$ cat config.mk
export PLATFORM = sky130hd
export DESIGN_NAME = uart_tx_fifo
export DESIGN_NICKNAME = d
export VERILOG_FILES = /design/src/rtl/uart_pkg.sv /design/src/rtl/uart_fifo.sv /design/src/rtl/uart_tx_fifo.sv
export SDC_FILE = /design/constraint.sdc
export NUM_CORES = 1
export LEC_CHECK = 0
export BUFFER_PORTS_ARGS = -buffer_cell sky130_fd_sc_hd__buf_2
export CORE_MARGIN = 1
export CORE_UTILIZATION = 28
export CTS_BUF_LIST = sky130_fd_sc_hd__clkbuf_8
export CTS_CLUSTER_SIZE = 28
export DETAILED_ROUTE_END_ITERATION = 7
export SKIP_CTS_REPAIR_TIMING = 1
export SYNTH_ARGS = -nofsm -noshare
export SYNTH_HDL_FRONTEND = slang
export SYNTH_SLANG_ARGS = --single-unit
$ cat constraint.sdc
create_clock -name clk -period 2.95 [get_ports clk]
set_input_delay 0.295 -clock clk [delete_from_list [all_inputs] [get_ports clk]]
set_output_delay 0.295 -clock clk [all_outputs]
set_load 0.02 [all_outputs]
$ cat src/rtl/uart_pkg.sv
// Shared types and constants for the buffered UART transmitter.
package uart_pkg;

  typedef enum logic [2:0] {
    ST_IDLE,
    ST_START,
    ST_DATA,
    ST_PARITY,
    ST_STOP
  } state_t;

  localparam int PAR_NONE = 0;
  localparam int PAR_EVEN = 1;
  localparam int PAR_ODD  = 2;

  // Total clock cycles occupied by one frame on the line.
  function automatic int frame_cycles(input int data_w, input int clks_per_bit,
                                      input int parity, input int stop_bits);
    return (1 + data_w + ((parity != PAR_NONE) ? 1 : 0) + stop_bits) * clks_per_bit;
  endfunction

endpackage

$ cat src/rtl/uart_fifo.sv
// Word FIFO with show-ahead read so the transmitter can pop and load in one cycle.
module uart_fifo #(
  parameter int WIDTH = 8,
  parameter int DEPTH = 4
) (
  input  logic             clk,
  input  logic             reset,
  input  logic             i_push,
  input  logic [WIDTH-1:0] i_wdata,
  input  logic             i_pop,
  output logic [WIDTH-1:0] o_rdata,
  output logic             o_full,
  output logic             o_empty
);

  localparam int AW = $clog2(DEPTH);

  logic [WIDTH-1:0] r_mem [DEPTH];
  logic [AW-1:0]    r_wr_ptr;
  logic [AW-1:0]    r_rd_ptr;
  logic [AW:0]      r_count;
  logic             w_push;
  logic             w_pop;

  assign o_full  = (r_count == (AW+1)'(DEPTH));
  assign o_empty = (r_count == '0);
  assign w_push  = i_push && !o_full;
  assign w_pop   = i_pop && !o_empty;
  assign o_rdata = r_mem[r_rd_ptr];

  always_ff @(posedge clk) begin
    if (w_push) begin
      r_mem[r_wr_ptr] <= i_wdata;
    end
  end

  // Pointers wrap naturally because DEPTH is a power of two.
  always_ff @(posedge clk) begin
    if (!reset) begin
      r_wr_ptr <= '0;
      r_rd_ptr <= '0;
      r_count  <= '0;
    end else begin
      if (w_push) r_wr_ptr <= r_wr_ptr + 1'b1;
      if (w_pop)  r_rd_ptr <= r_rd_ptr + 1'b1;
      case ({w_push, w_pop})
        2'b10:   r_count <= r_count + 1'b1;
        2'b01:   r_count <= r_count - 1'b1;
        default: r_count <= r_count;
      endcase
    end
  end

endmodule

$ cat src/rtl/uart_tx_fifo.sv
// Buffered UART transmitter: FIFO-fed frame FSM with optional parity and 1/2 stop bits.
module uart_tx_fifo
  import uart_pkg::*;
#(
  parameter int DATA_W       = 8,
  parameter int CLKS_PER_BIT = 868,
  parameter int PARITY       = 0,
  parameter int STOP_BITS    = 1,
  parameter int FIFO_DEPTH   = 4
) (
  input  logic              clk,
  input  logic              reset,
  input  logic [DATA_W-1:0] data,
  input  logic              transmit,
  output logic              ready,
  output logic              txd,
  output logic              busy
);

  localparam int TW = $clog2(CLKS_PER_BIT);
  localparam int IW = $clog2(DATA_W);

  state_t            r_state, w_state_next;
  logic [TW-1:0]     r_timer, w_timer_next;
  logic [IW-1:0]     r_index, w_index_next;
  logic [DATA_W-1:0] r_shift, w_shift_next;
  logic              r_parity, w_parity_next;
  logic              r_txd, w_txd_next;
  logic              r_busy;
  logic              w_pop;
  logic              w_full;
  logic              w_empty;
  logic              w_bit_end;
  logic [DATA_W-1:0] w_fifo_data;

  uart_fifo #(
    .WIDTH (DATA_W),
    .DEPTH (FIFO_DEPTH)
  ) u_fifo (
    .clk     (clk),
    .reset   (reset),
    .i_push  (transmit),
    .i_wdata (data),
    .i_pop   (w_pop),
    .o_rdata (w_fifo_data),
    .o_full  (w_full),
    .o_empty (w_empty)
  );

  assign ready     = !w_full;
  assign txd       = r_txd;
  assign busy      = r_busy;
  assign w_bit_end = (r_timer == TW'(CLKS_PER_BIT - 1));

  always_comb begin
    w_state_next  = r_state;
    w_timer_next  = w_bit_end ? '0 : r_timer + 1'b1;
    w_index_next  = r_index;
    w_shift_next  = r_shift;
    w_parity_next = r_parity;
    w_pop         = 1'b0;
    case (r_state)
      ST_IDLE: begin
        w_timer_next = '0;
        if (!w_empty) begin
          w_pop         = 1'b1;
          w_shift_next  = w_fifo_data;
          w_parity_next = (^w_fifo_data) ^ (PARITY == PAR_ODD);
          w_state_next  = ST_START;
        end
      end
      ST_START: begin
        if (w_bit_end) begin
          w_index_next = '0;
          w_state_next = ST_DATA;
        end
      end
      ST_DATA: begin
        if (w_bit_end) begin
          if (r_index == IW'(DATA_W - 1)) begin
            w_index_next = '0;
            w_state_next = (PARITY != PAR_NONE) ? ST_PARITY : ST_STOP;
          end else begin
            w_index_next = r_index + 1'b1;
            w_shift_next = r_shift >> 1;
          end
        end
      end
      ST_PARITY: begin
        if (w_bit_end) w_state_next = ST_STOP;
      end
      ST_STOP: begin
        if (w_bit_end) begin
          if (r_index == IW'(STOP_BITS - 1)) begin
            w_index_next = '0;
            // Chain straight into the next start bit when more words are queued.
            if (!w_empty) begin
              w_pop         = 1'b1;
              w_shift_next  = w_fifo_data;
              w_parity_next = (^w_fifo_data) ^ (PARITY == PAR_ODD);
              w_state_next  = ST_START;
            end else begin
              w_state_next = ST_IDLE;
            end
          end else begin
            w_index_next = r_index + 1'b1;
          end
        end
      end
      default: w_state_next = ST_IDLE;
    endcase
  end

  always_comb begin
    w_txd_next = 1'b1;
    case (r_state)
      ST_START:  w_txd_next = 1'b0;
      ST_DATA:   w_txd_next = r_shift[0];
      ST_PARITY: w_txd_next = r_parity;
      default:   w_txd_next = 1'b1;
    endcase
  end

  // txd and busy are registered one cycle behind the state so the line is glitch-free.
  always_ff @(posedge clk) begin
    if (!reset) begin
      r_state  <= ST_IDLE;
      r_timer  <= '0;
      r_index  <= '0;
      r_shift  <= '0;
      r_parity <= 1'b0;
      r_txd    <= 1'b1;
      r_busy   <= 1'b0;
    end else begin
      r_state  <= w_state_next;
      r_timer  <= w_timer_next;
      r_index  <= w_index_next;
      r_shift  <= w_shift_next;
      r_parity <= w_parity_next;
      r_txd    <= w_txd_next;
      r_busy   <= (r_state != ST_IDLE) || !w_empty;
    end
  end

endmodule

-- Word-level counts from Yosys, hierarchy flattened
Memory sizes are Yosys's and may differ from the RTL's. A register that Yosys moved wholly into a read port is not among the register bits.
Cells that the tools add are included.
Widths: inputs -> output; s select.
- add/subtract/negate cells: 6
- eq/ne operators: 17
- multiplexer cells: 35
- bitwise logic cells: 1
- reduce and logical (&&, ||, !) cells: 19
- operator list (kind ; count):
    $mux 8 ; 5
    $mux 3 ; 12
    $pmux 8 s3 ; 1
    $ne 2x2->1 const B ; 8
    $pmux 3 s5 ; 1
    $add 10x1->10 const B ; 1
    $eq 10x10->1 const B ; 1
    $eq 3x3->1 const B ; 3
    $logic_not 3->1 ; 3
    $mux 1 ; 9
    $pmux 3 s3 ; 1
    $reduce_bool 3->1 ; 3
    $reduce_xor 8->1 ; 1
    $reduce_and 7->1 ; 1
    $add 3x1->3 const B ; 2
    $eq 3x2->1 const B ; 2
    $pmux 3 s2 ; 1
    $reduce_and 5->1 ; 1
    $add 2x1->2 const B ; 2
    $mux 2 ; 2
    $pmux 1 s2 ; 2
    $reduce_and 4->1 ; 1
    $reduce_bool 2->1 ; 2
    $eq 3x1->1 const B ; 1
    other kinds (10) ; 12
- register bits after elaboration: 34
- memory bits (writable): 32
- logic and storage cells: 89
- memories kept: 1
- memories (name ; depth ; bits a word ; rd ports ; clocked after Yosys merged registers in ; write ports ; RTL line ; RTL):
    u_fifo.r_mem ; 4 ; 8 ; 1 ; 1 ; 1 ; uart_fifo.sv:18 ; logic [WIDTH-1:0] r_mem [DEPTH];

-- Depth between registers and ports, before layout
Gate-level depths: netlist of run 1.
- depth in word-level cells: 8
- gate-level depth with buffers: 11
- gate-level depth less buffers: 11

-- Modules after synthesis
Synthesis of run 1 repeated with hierarchy kept, for this count alone.
- cell total of the unflattened synthesis: 254
- area total of the unflattened synthesis: 3080.5 um^2
- modules (own cells, without submodules) (module ; instances ; cells an instance ; area each (um^2)):
    uart_fifo ; 1 ; 96 ; 1644.1
    uart_tx_fifo ; 1 ; 158 ; 1436.4

-- Worst setup path before layout of run 1
OpenSTA, ideal clock, no wires.
- path type: register to register
- start point: reg r_timer[0]
- end point: reg u_fifo.r_count[2]
- data arrival time: 2404 ps
- required time: 2874 ps
- path slack: 471 ps
- stages on the path, launching flop included: 11
- path buffers: 0
- period minus slack after synthesis: 2479 ps
- path through: dfxtp_1 ha_1 and4b_1 nand4b_1 a21oi_2 ha_1 inv_1 fa_1 xor2_1 or3_1 a21boi_0
- word-level cells in the longest chain between the ends: 6
- elaborated cells on any way between the ends: 8
- classes of those cells: eq/ne: 3; mux: 3; reduce/logical: 2
- ends and longest elaborated chain (element ; RTL line ; RTL):
    from (decl) ; uart_tx_fifo.sv:24 ; logic [TW-1:0] r_timer, w_timer_next;
    from (signal assigned) ; uart_tx_fifo.sv:136 ; r_timer <= w_timer_next;
    $eq 10x10->1 * ; uart_tx_fifo.sv:53 ; assign w_bit_end = (r_timer == TW'(CLKS_PER_BIT - 1));
    $mux 1 * ; uart_tx_fifo.sv:93 ; if (w_bit_end) begin
    $pmux 1 s2 * ; uart_tx_fifo.sv:62 ; case (r_state)
    $logic_and 1x1->1 * ; uart_fifo.sv:28 ; assign w_pop = i_pop && !o_empty;
    named net u_fifo.w_pop ; uart_fifo.sv:23 ; logic w_pop;
    $eq 2x1->1 / $eq 2x2->1 (equally long branches) ; uart_fifo.sv:46 ; case ({w_push, w_pop})
    $pmux 3 s2 / $reduce_bool 2->1 (equally long branches) ; -- ;
    to (signal assigned) ; uart_fifo.sv:47 ; 2'b10: r_count <= r_count + 1'b1;
    to (signal assigned) ; uart_fifo.sv:48 ; 2'b01: r_count <= r_count - 1'b1;
    to (signal assigned) ; uart_fifo.sv:49 ; default: r_count <= r_count;
    to (decl) ; uart_fifo.sv:21 ; logic [AW:0] r_count;
The timed path passes the listed nets; every way through them passes the cells marked *.
A chain may end at the register's enable or synchronous reset.

-- Worst setup path in the final report of run 1
Same ends and word-level chain as after synthesis.

==> results of run 1 <==
logic make-up after synthesis:
kind of cell    count (synthesis)  share of synthesized area (%)
fa+ha+maj                      10                           4.39
mux                             8                           5.97
xor+xnor                       20                           5.80
flops                          68                           55.7
compound gates                 39                           9.83
simple gates                   84                           15.1
buf+inv                        20                           3.15
synthesized netlist by cell type (2+ instances only):
master	number	area, sq um
a21boi_1	4	30.0
a21oi_1	3	15.0
a32oi_1	2	17.5
and2_1	8	50.1
and3_1	5	31.3
buf_2	3	15.0
buf_6	2	22.5
clkbuf_1	5	18.8
dfxtp_1	36	721
edfxtp_1	32	961
ha_1	9	113
inv_1	8	30.0
mux4_2	8	180
nand2_1	17	63.8
nand2b_1	3	18.8
nand3_1	14	70.1
nand3b_1	2	15.0
nor2_1	17	63.8
nor2b_1	3	18.8
nor3b_1	3	22.5
o211a_1	7	70.1
o21a_1	4	30.0
o21ai_0	10	50.1
o21ai_1	2	10.0
or3_1	3	18.8
xnor2_1	13	114
xor2_1	7	61.3
routing by layer:
layer	part of all wire, %	routed length [um]	global-route usage [%]	vias up
li1	-	-	-	925
met1	47	2490	12.8	870
met2	48	2500	16.8	29
met3	3.7	193	3.65	7
met4	1.2	62	4.17	0
met5	0	0	0	-
through the flow:
stage          hold slack (ps)  util [%]  total power [mW]  instance area (sq um)
2_1_floorplan              394         -              1.86                   3020
3_3_place_gp               432      31.0              1.99                   3210
3_5_place_dp               443      31.0              2.00                   3210
4_1_cts                    158      32.9              2.78                   3410
5_1_grt                    148      32.9              2.93                   3410
6_report                   169      32.9              2.75                   3410
power breakdown:
part | total [mW] | switching, mW | internal [mW]
Combinational | 0.755 | 0.385 | 0.370
Clock | 0.771 | 0.380 | 0.392
Sequential | 1.22 | 0.0869 | 1.13
Total | 2.75 | 0.851 | 1.89
final cells by class:
class,instances,area [sq um],area share [%]
clock buffers,9,124,3.63
clock inverters,7,75.1,2.20
inverters,9,33.8,0.990
multi-input cells,161,1240,36.4
flip-flops and latches,68,1680,49.3
well taps,136,170,4.99
repair buffers,16,87.6,2.57
registers in the layout, indices dropped and copies added (netlist names), 2 cells and up, named ones only:
name             flops
r_state              3
r_shift              8
r_index              3
u_fifo.r_rd_ptr      2
u_fifo.r_mem        32
u_fifo.r_wr_ptr      2
u_fifo.r_count       3
r_timer             10
worst min-delay path by stage:
stage,from,end,slack [ps]
detailed placement,r_timer[0]$_SDFF_PP0_,r_timer[0]$_SDFF_PP0_,440
CTS,data[3],u_fifo.r_mem[3][3]$_DFFE_PP_,160
floorplan,data[0],u_fifo.r_mem[0][0]$_DFFE_PP_,390
global placement,r_timer[0]$_SDFF_PP0_,r_timer[0]$_SDFF_PP0_,430
global route,data[2],u_fifo.r_mem[1][2]$_DFFE_PP_,150
finish,data[3],u_fifo.r_mem[3][3]$_DFFE_PP_,170
critical path, cell delays in order, from the launching register on:
cell and delay (ps):
dfxtp_1 370, ha_1 250, and4b_1 280, nand4b_1 160, a21oi_2 200, ha_1 200
inv_1 60, fa_1 370, xor2_1 160, or3_1 300, a21boi_0 160
==> results.cfg, run 1 <==
[final_layout]
area_delta_synth_final_pct = 13.1
diodes = 0
fill_cells = 1066
nNetsFinal = 286
drive_gt1_share_pct = 17.4
layout_common_cells = dfxtp_1 (36), edfxtp_1 (32), nand2_1 (17), nor2_1 (17), nand3_1 (14)
final_common_cell = dfxtp_1
final_cells = 406

[global_route]
grt_max_degree = 27
grt_pass1_vias = 1845
grt_first_pass_wirelength_um = 9000
grt_antenna_before_repair = 0
grt_overflow = 0
track_usage_pct = 10.5

[setup_path]
r2r-end = u_fifo.r_count[2]$_SDFFE_PN0P_
cp_data_arrival_time_ps = 2850
cp-startpoint = r_timer[0]$_SDFF_PP0_
reg2reg_slack_ps = 370
cp-start-kind = flip-flop
crit_type = reg -> reg
cp.required_ps = 3220
r2r_start = r_timer[0]$_SDFF_PP0_
cp_max_fo = 4
r2r_cells = 10
crit_path_end = u_fifo.r_count[2]$_SDFFE_PN0P_
end_kind = flip-flop

[timing]
relSlewSlack_pct = 56.8
max_freq_mhz = 388
slew_viol_final = 0
fin_crit_sh_pct = 87.5
period_minus_slack_ps = 2580
hold_violations = 0
setup_violations = 0
skew_ps = 8.40
fin_setup_tns_ps = 0
rsz0062_at_grt = no
worstMarginPinSlew_ps = 647
fin_ws_ps = 370

[die]
die_h_um = 106
core_area_sq_um = 10400
rows = 37
num_io_pins = 14
die_x_um = 106
die_area_sq_um = 11200
initial_core_util_pct = 29.1

[route]
drt_iter0_drc = 113
first_pass_iters = 5
drc = 0
vias = 1831
antenna_left = 0
via_per_inst = 4.51
wire_per_inst_um = 12.9
wl_um = 5250

[synth]
synth_cells = 249
synthesis.nets = 270
yosysSeqAreaShare_pct = 55.7
syn_area_sq_um = 3020
synth_cell_types = 46
synthArstFlopShare_pct = 0
synth_flop_cell = dfxtp_1
synth_edf_count = 32
syn_area_per_cell_sq_um = 12.1
synth_seq_cells = 68
yosysWarnings = 0

[placement]
place_hpwl_um = 3550
gp_congestion = 0.793
port_buffers = 13
place_ws_ps = 381
dp_cells = 390

[power]
power.density_nw_per_um2 = 804
power.leakage_nw = 1.21
max-vdd-ir-drop_mv = 0.355

[flow_run]
timing.max_cap.violations = 0

[clock_tree]
ctsHtreeMaxLevel = 3
numCtsBuffers = 9
clkTransAtPathRegs_ps = 80
clock_latency_ps = 340
cts_root_buf = clkbuf_8
cts_sinks = 68
cts.path.max_buffers = 2
cts_tree = built

[run_status]
status = finished clean

[hold_path]
hold_depth = 1
hp-class = in -> reg
(Power assumes the default switching activity.)
==> run 2, diff against run 1 <==
--- a/config.mk
+++ b/config.mk
@@ -5,12 +5,14 @@
 export SDC_FILE = /design/constraint.sdc
 export NUM_CORES = 1
 export LEC_CHECK = 0
+export ABC_AREA = 1
 export BUFFER_PORTS_ARGS = -buffer_cell sky130_fd_sc_hd__buf_2
 export CORE_MARGIN = 1
 export CORE_UTILIZATION = 28
 export CTS_BUF_LIST = sky130_fd_sc_hd__clkbuf_8
 export CTS_CLUSTER_SIZE = 28
 export DETAILED_ROUTE_END_ITERATION = 7
+export GPL_ROUTABILITY_DRIVEN = 1
 export SKIP_CTS_REPAIR_TIMING = 1
 export SYNTH_ARGS = -nofsm -noshare
 export SYNTH_HDL_FRONTEND = slang
==> results.cfg, run 2 <==
[timing]
skew_ps = 7.55
relSlewSlack_pct = 44.9
slew_viol_final = 0
period_minus_slack_ps = 2520
max_freq_mhz = 396
worstMarginPinSlew_ps = 823
fin_crit_sh_pct = 85.5
hold_violations = 0
rsz0062_at_grt = no
setup_violations = 0
fin_setup_tns_ps = 0

[synth]
synth_cell_types = 34
synth_cells = 405
synth_edf_count = 32
post_synth_most_frequent_cells = nand2_1 (142), inv_1 (37), dfxtp_1 (36), nand3_1 (36), edfxtp_1 (32)
synthDominantCellAreaShare_pct = 28.8
synth.area.top_cells = edfxtp_1 (29%), dfxtp_1 (22%), nand2_1 (16%)
synth_flop_cell = dfxtp_1
yosysSeqAreaShare_pct = 50.4
synth.most_common_cell = nand2_1
synthesis.nets = 426
syn_area_sq_um = 3340
synth_seq_cells = 68
syn_area_per_cell_sq_um = 8.24
yosys.area.top_type = edfxtp_1
yosysWarnings = 0
synthArstFlopShare_pct = 0

[hold_path]
hold_depth = 1
hold_path_end = u_fifo.r_mem[1][2]$_DFFE_PP_
hp-class = in -> reg
hp-start = data[2]

[setup_path]
cpMaxStageDelayCell = fa_1
cp.required_ps = 3170
cp_data_arrival_time_ps = 2740
crit_family = adder cells
crit_type = reg -> reg
cp-start-kind = flip-flop
cp_max_fo = 5
r2r_cells = 14
crit_chain = ha_1 > nand2_1 > nor2_1 > nand4_4 > o21bai_4 > nand2_4 > inv_2 > ha_1 > inv_1 > fa_1 > a21oi_1 > o21ai_0 > o21ai_0 > a21oi_1
crit_buf_inv = 2
end_kind = flip-flop
r2r_start = r_timer[0]$_SDFF_PP0_
r2r-end = u_fifo.r_count[2]$_SDFFE_PN0P_
slowest_delay_ps = 390
reg2reg_slack_ps = 430

[final_layout]
largest_register_ffs = 32
diodes = 0
final_core_util_pct = 32.6
layout_common_cells = nand2_1 (142), inv_1 (38), nand3_1 (36), dfxtp_1 (36), edfxtp_1 (32)
final_common_cell = nand2_1
largest_register = u_fifo.r_mem
area_delta_synth_final_pct = 12.6
drive_gt1_share_pct = 11.5
biggestRegsByFlops = u_fifo.r_mem: 32 flops, r_timer: 10 flops, r_shift: 8 flops
nNetsFinal = 443
final_cells = 570

[route]
vias = 2544
wire_per_inst_um = 11.2
wl_um = 6370
first_pass_iters = 6
drt_iter0_drc = 115
via_per_inst = 4.46
antenna_left = 0
drc = 2

[clock_tree]
ctsHtreeMaxLevel = 3
cts_sinks = 68
clkTransAtPathRegs_ps = 70
clock_latency_ps = 340
numCtsBuffers = 9
cts.path.max_buffers = 2
cts_tree = built
cts_root_buf = clkbuf_8

[run_status]
status = finished with violations
violations = DRC

[die]
die_x_um = 111
core_area_sq_um = 11500
die_area_sq_um = 12400
die_h_um = 111
rows = 39
num_io_pins = 14
initial_core_util_pct = 29.0

[placement]
port_buffers = 13
place_hpwl_um = 4590
gp_congestion = 0.751
dp_cells = 554

[power]
seqPwrFrac_pct = 35.5
p_switching_mw = 1.41
clockPowerShare_pct = 24.6
max-vdd-ir-drop_mv = 0.361
internal-power_mw = 2.19
swShare_pct = 39.2
power.density_nw_per_um2 = 959
power.leakage_nw = 1.61
comb_power_share_pct = 39.9

[flow_run]
timing.max_cap.violations = 0

[global_route]
grt_overflow = 0
grt_pass1_vias = 2425
grt_first_pass_wirelength_um = 11000
grt_max_degree = 19
grt_antenna_before_repair = 0
track_usage_pct = 11.2
-- run 2: how the worst max path moves through the flow --
stage,from,to,slack [ps],cells past startpoint
3_5_place_dp,r_timer[0]$_SDFF_PP0_,u_fifo.r_count[2]$_SDFFE_PN0P_,460,14
3_3_place_gp,r_timer[0]$_SDFF_PP0_,u_fifo.r_count[2]$_SDFFE_PN0P_,530,14
2_1_floorplan,r_timer[0]$_SDFF_PP0_,u_fifo.r_count[2]$_SDFFE_PN0P_,670,14
5_1_grt,r_timer[0]$_SDFF_PP0_,u_fifo.r_count[2]$_SDFFE_PN0P_,150,14
4_1_cts,r_timer[0]$_SDFF_PP0_,u_fifo.r_count[2]$_SDFFE_PN0P_,410,14
6_report,r_timer[0]$_SDFF_PP0_,u_fifo.r_count[2]$_SDFFE_PN0P_,430,14
-- run 2: worst register-to-register path, cell delays in order (launching register included) --
cell	delay, ps
dfxtp_1	360
ha_1	190
nand2_1	100
nor2_1	180
nand4_4	150
o21bai_4	200
nand2_4	90
inv_2	90
ha_1	140
inv_1	70
fa_1	390
a21oi_1	140
o21ai_0	110
o21ai_0	160
a21oi_1	50
-- run 2: final cells by class --
type / instances / area (sq um)
Timing Repair Buffer: 14 / 72.6
Clock inverter: 7 / 106
Sequential cell: 68 / 1680
Inverter: 42 / 163
Fill cell: 1214 / 7760
Clock buffer: 9 / 124
Multi-Input combinational cell: 287 / 1430
Tap cell: 143 / 179
-- run 2: metrics by stage --
stage	area [sq um]	hold WS, ps	power, mW	setup WS, ps
CTS	3760	154	3.64	408
global placement	3530	431	2.69	526
global route	3760	156	3.91	146
finish	3760	173	3.60	427
detailed placement	3530	438	2.73	456
floorplan	3340	394	2.45	673
-- run 2: power by group through the flow --
stage	clock, mW	combinational (mW)	sequential, mW
finish	0.887	1.44	1.28
global route	0.957	1.66	1.30
CTS	0.912	1.44	1.28
detailed placement	0	1.43	1.30
global placement	0	1.39	1.29
floorplan	0	1.17	1.27
-- run 2: logic make-up (layout without fill, tap and decap cells) --
group                      Yosys count  count (layout)  synth area share [%]
AOI/OAI and AO/OA                   43              43                  7.54
DFF                                 68              68                  50.4
adders and majority gates           10              10                  3.98
xor gates and xnor gates             3               3                 0.788
and+or+nand+nor                    231             231                  30.6
buffers and inverters               50              72                  6.71
-- run 2: layer usage --
layer	wire length [um]	global-route usage (%)	vias up	part of all wire, %
li1	-	-	1346	-
met1	3030	13.7	1149	48
met2	3010	18.4	43	47
met3	220	2.79	6	3.5
met4	103	5.59	0	1.6
met5	0	0	-	0
==> run 3, diff against run 2 <==
--- a/config.mk
+++ b/config.mk
@@ -7,12 +7,15 @@
 export LEC_CHECK = 0
 export ABC_AREA = 1
 export BUFFER_PORTS_ARGS = -buffer_cell sky130_fd_sc_hd__buf_2
+export CELL_PAD_IN_SITES_DETAIL_PLACEMENT = 0
+export CELL_PAD_IN_SITES_GLOBAL_PLACEMENT = 1
 export CORE_MARGIN = 1
 export CORE_UTILIZATION = 28
 export CTS_BUF_LIST = sky130_fd_sc_hd__clkbuf_8
 export CTS_CLUSTER_SIZE = 28
 export DETAILED_ROUTE_END_ITERATION = 7
 export GPL_ROUTABILITY_DRIVEN = 1
+export PLACE_DENSITY_LB_ADDON = 0.1
 export SKIP_CTS_REPAIR_TIMING = 1
 export SYNTH_ARGS = -nofsm -noshare
 export SYNTH_HDL_FRONTEND = slang
==> results.cfg, run 3 (synthesized netlist as in run 2, its figures left out) <==
[die]
initial_core_util_pct = 29.0
die_h_um = 111
rows = 39
core_area_sq_um = 11500
die_x_um = 111
die_area_sq_um = 12400
num_io_pins = 14

[route]
vias = 2561
antenna_left = 0
drc = 2
drt_iter0_drc = 88
wl_um = 7130
first_pass_iters = 6
wire_per_inst_um = 12.4
via_per_inst = 4.45

[final_layout]
area_delta_synth_final_pct = 12.3
nNetsFinal = 448
largest_register_ffs = 32
diodes = 0
final_common_cell = nand2_1
largest_register = u_fifo.r_mem
biggestRegsByFlops = u_fifo.r_mem: 32 flops, r_timer: 10 flops, r_shift: 8 flops
drive_gt1_share_pct = 12.3
layout_common_cells = nand2_1 (142), inv_1 (37), nand3_1 (36), dfxtp_1 (36), edfxtp_1 (32)
final_core_util_pct = 32.5

[setup_path]
cp_max_fo = 5
cp.required_ps = 3180
cp-start-kind = flip-flop
end_kind = flip-flop
crit_type = reg -> reg
cp_data_arrival_time_ps = 2710

[global_route]
grt_first_pass_wirelength_um = 12000
grt_antenna_before_repair = 0
grt_pass1_vias = 2510
grt_overflow = 0
grt_max_degree = 19
track_usage_pct = 12.8

[clock_tree]
ctsHtreeMaxLevel = 3
numCtsBuffers = 9
cts_sinks = 68
cts.path.max_buffers = 2
clkTransAtPathRegs_ps = 80
cts_root_buf = clkbuf_8
cts_tree = built
clock_latency_ps = 350

[timing]
setup_violations = 0
fin_crit_sh_pct = 83.9
max_freq_mhz = 404
period_minus_slack_ps = 2470
relSlewSlack_pct = 58.2
slew_viol_final = 0
hold_slack_ps = 161
hold_violations = 0
rsz0062_at_grt = no
fin_setup_tns_ps = 0
skew_ps = 8.85
worstMarginPinSlew_ps = 626

[power]
power.leakage_nw = 1.61
max-vdd-ir-drop_mv = 0.288
p_total_mw = 3.50
power.density_nw_per_um2 = 934

[placement]
gp_congestion = 0.691
port_buffers = 13
place_hpwl_um = 5050

[flow_run]
timing.max_cap.violations = 0

[hold_path]
hp-class = in -> reg

[run_status]
status = finished with violations
violations = DRC
## run 3: changes by cell type in the layout (fill, tap and decap cells not counted), sizes merged
cell,delta
inv,-1
clkinvlp,+1
bufinv,-2
clkinv,+2
buf,+5
## run 3: routing by layer
layer  wire [um]  vias up  share of wire [%]  track usage (%)
met3         174       12                2.4             2.19
met1        3560     1162                 50             16.3
met2        3240       28                 45             20.4
met5           0        -                  0                0
li1            -     1359                  -                -
met4         158        0                2.2             7.03
## run 3: layout make-up
type | count | area (sq um)
clock buffer | 9 | 124
clock inverter | 7 | 57.6
fill | 1227 | 7770
inverter | 42 | 163
multi-input combinational | 287 | 1430
sequential | 68 | 1680
tap | 143 | 179
timing repair buffer | 19 | 110
## run 3: where the power goes
| part | internal [mW] | total (mW) | switching, mW |
|---|---|---|---|
| clock network | 0.377 | 0.737 | 0.360 |
| logic | 0.486 | 1.49 | 1.00 |
| registers | 1.17 | 1.27 | 0.103 |
| total | 2.03 | 3.50 | 1.46 |
## run 3: per-stage QoR
stage | cells | cell area [sq um] | setup slack (ps)
2_1_floorplan | 405 | 3340 | 673
3_3_place_gp | 559 | 3560 | 508
3_5_place_dp | 559 | 3560 | 467
4_1_cts | 575 | 3740 | 464
5_1_grt | 575 | 3740 | 192
6_report | 575 | 3740 | 475
## run 3: critical path: stages (launching register included)
cell and delay [ps]:
dfxtp_1 350, ha_1 180, nand2_1 90, nor2_1 170
nand4_4 160, o21bai_4 200, nand2_4 80, inv_2 90
ha_1 140, inv_1 60, fa_1 370, a21oi_1 140
o21ai_0 110, o21ai_0 150, a21oi_1 50
## run 3: path summary, 6_finish.rpt
path                               from                              to  slack, ps  depth (start not counted)
setup / recovery  r_timer[0]$_SDFF_PP0_  u_fifo.r_count[2]$_SDFFE_PN0P_        480                         14
setup reg to reg  r_timer[0]$_SDFF_PP0_  u_fifo.r_count[2]$_SDFFE_PN0P_        480                         14
hold / removal                  data[6]    u_fifo.r_mem[2][6]$_DFFE_PP_        160                          1
hold reg to reg   r_timer[0]$_SDFF_PP0_           r_timer[0]$_SDFF_PP0_        450                          1
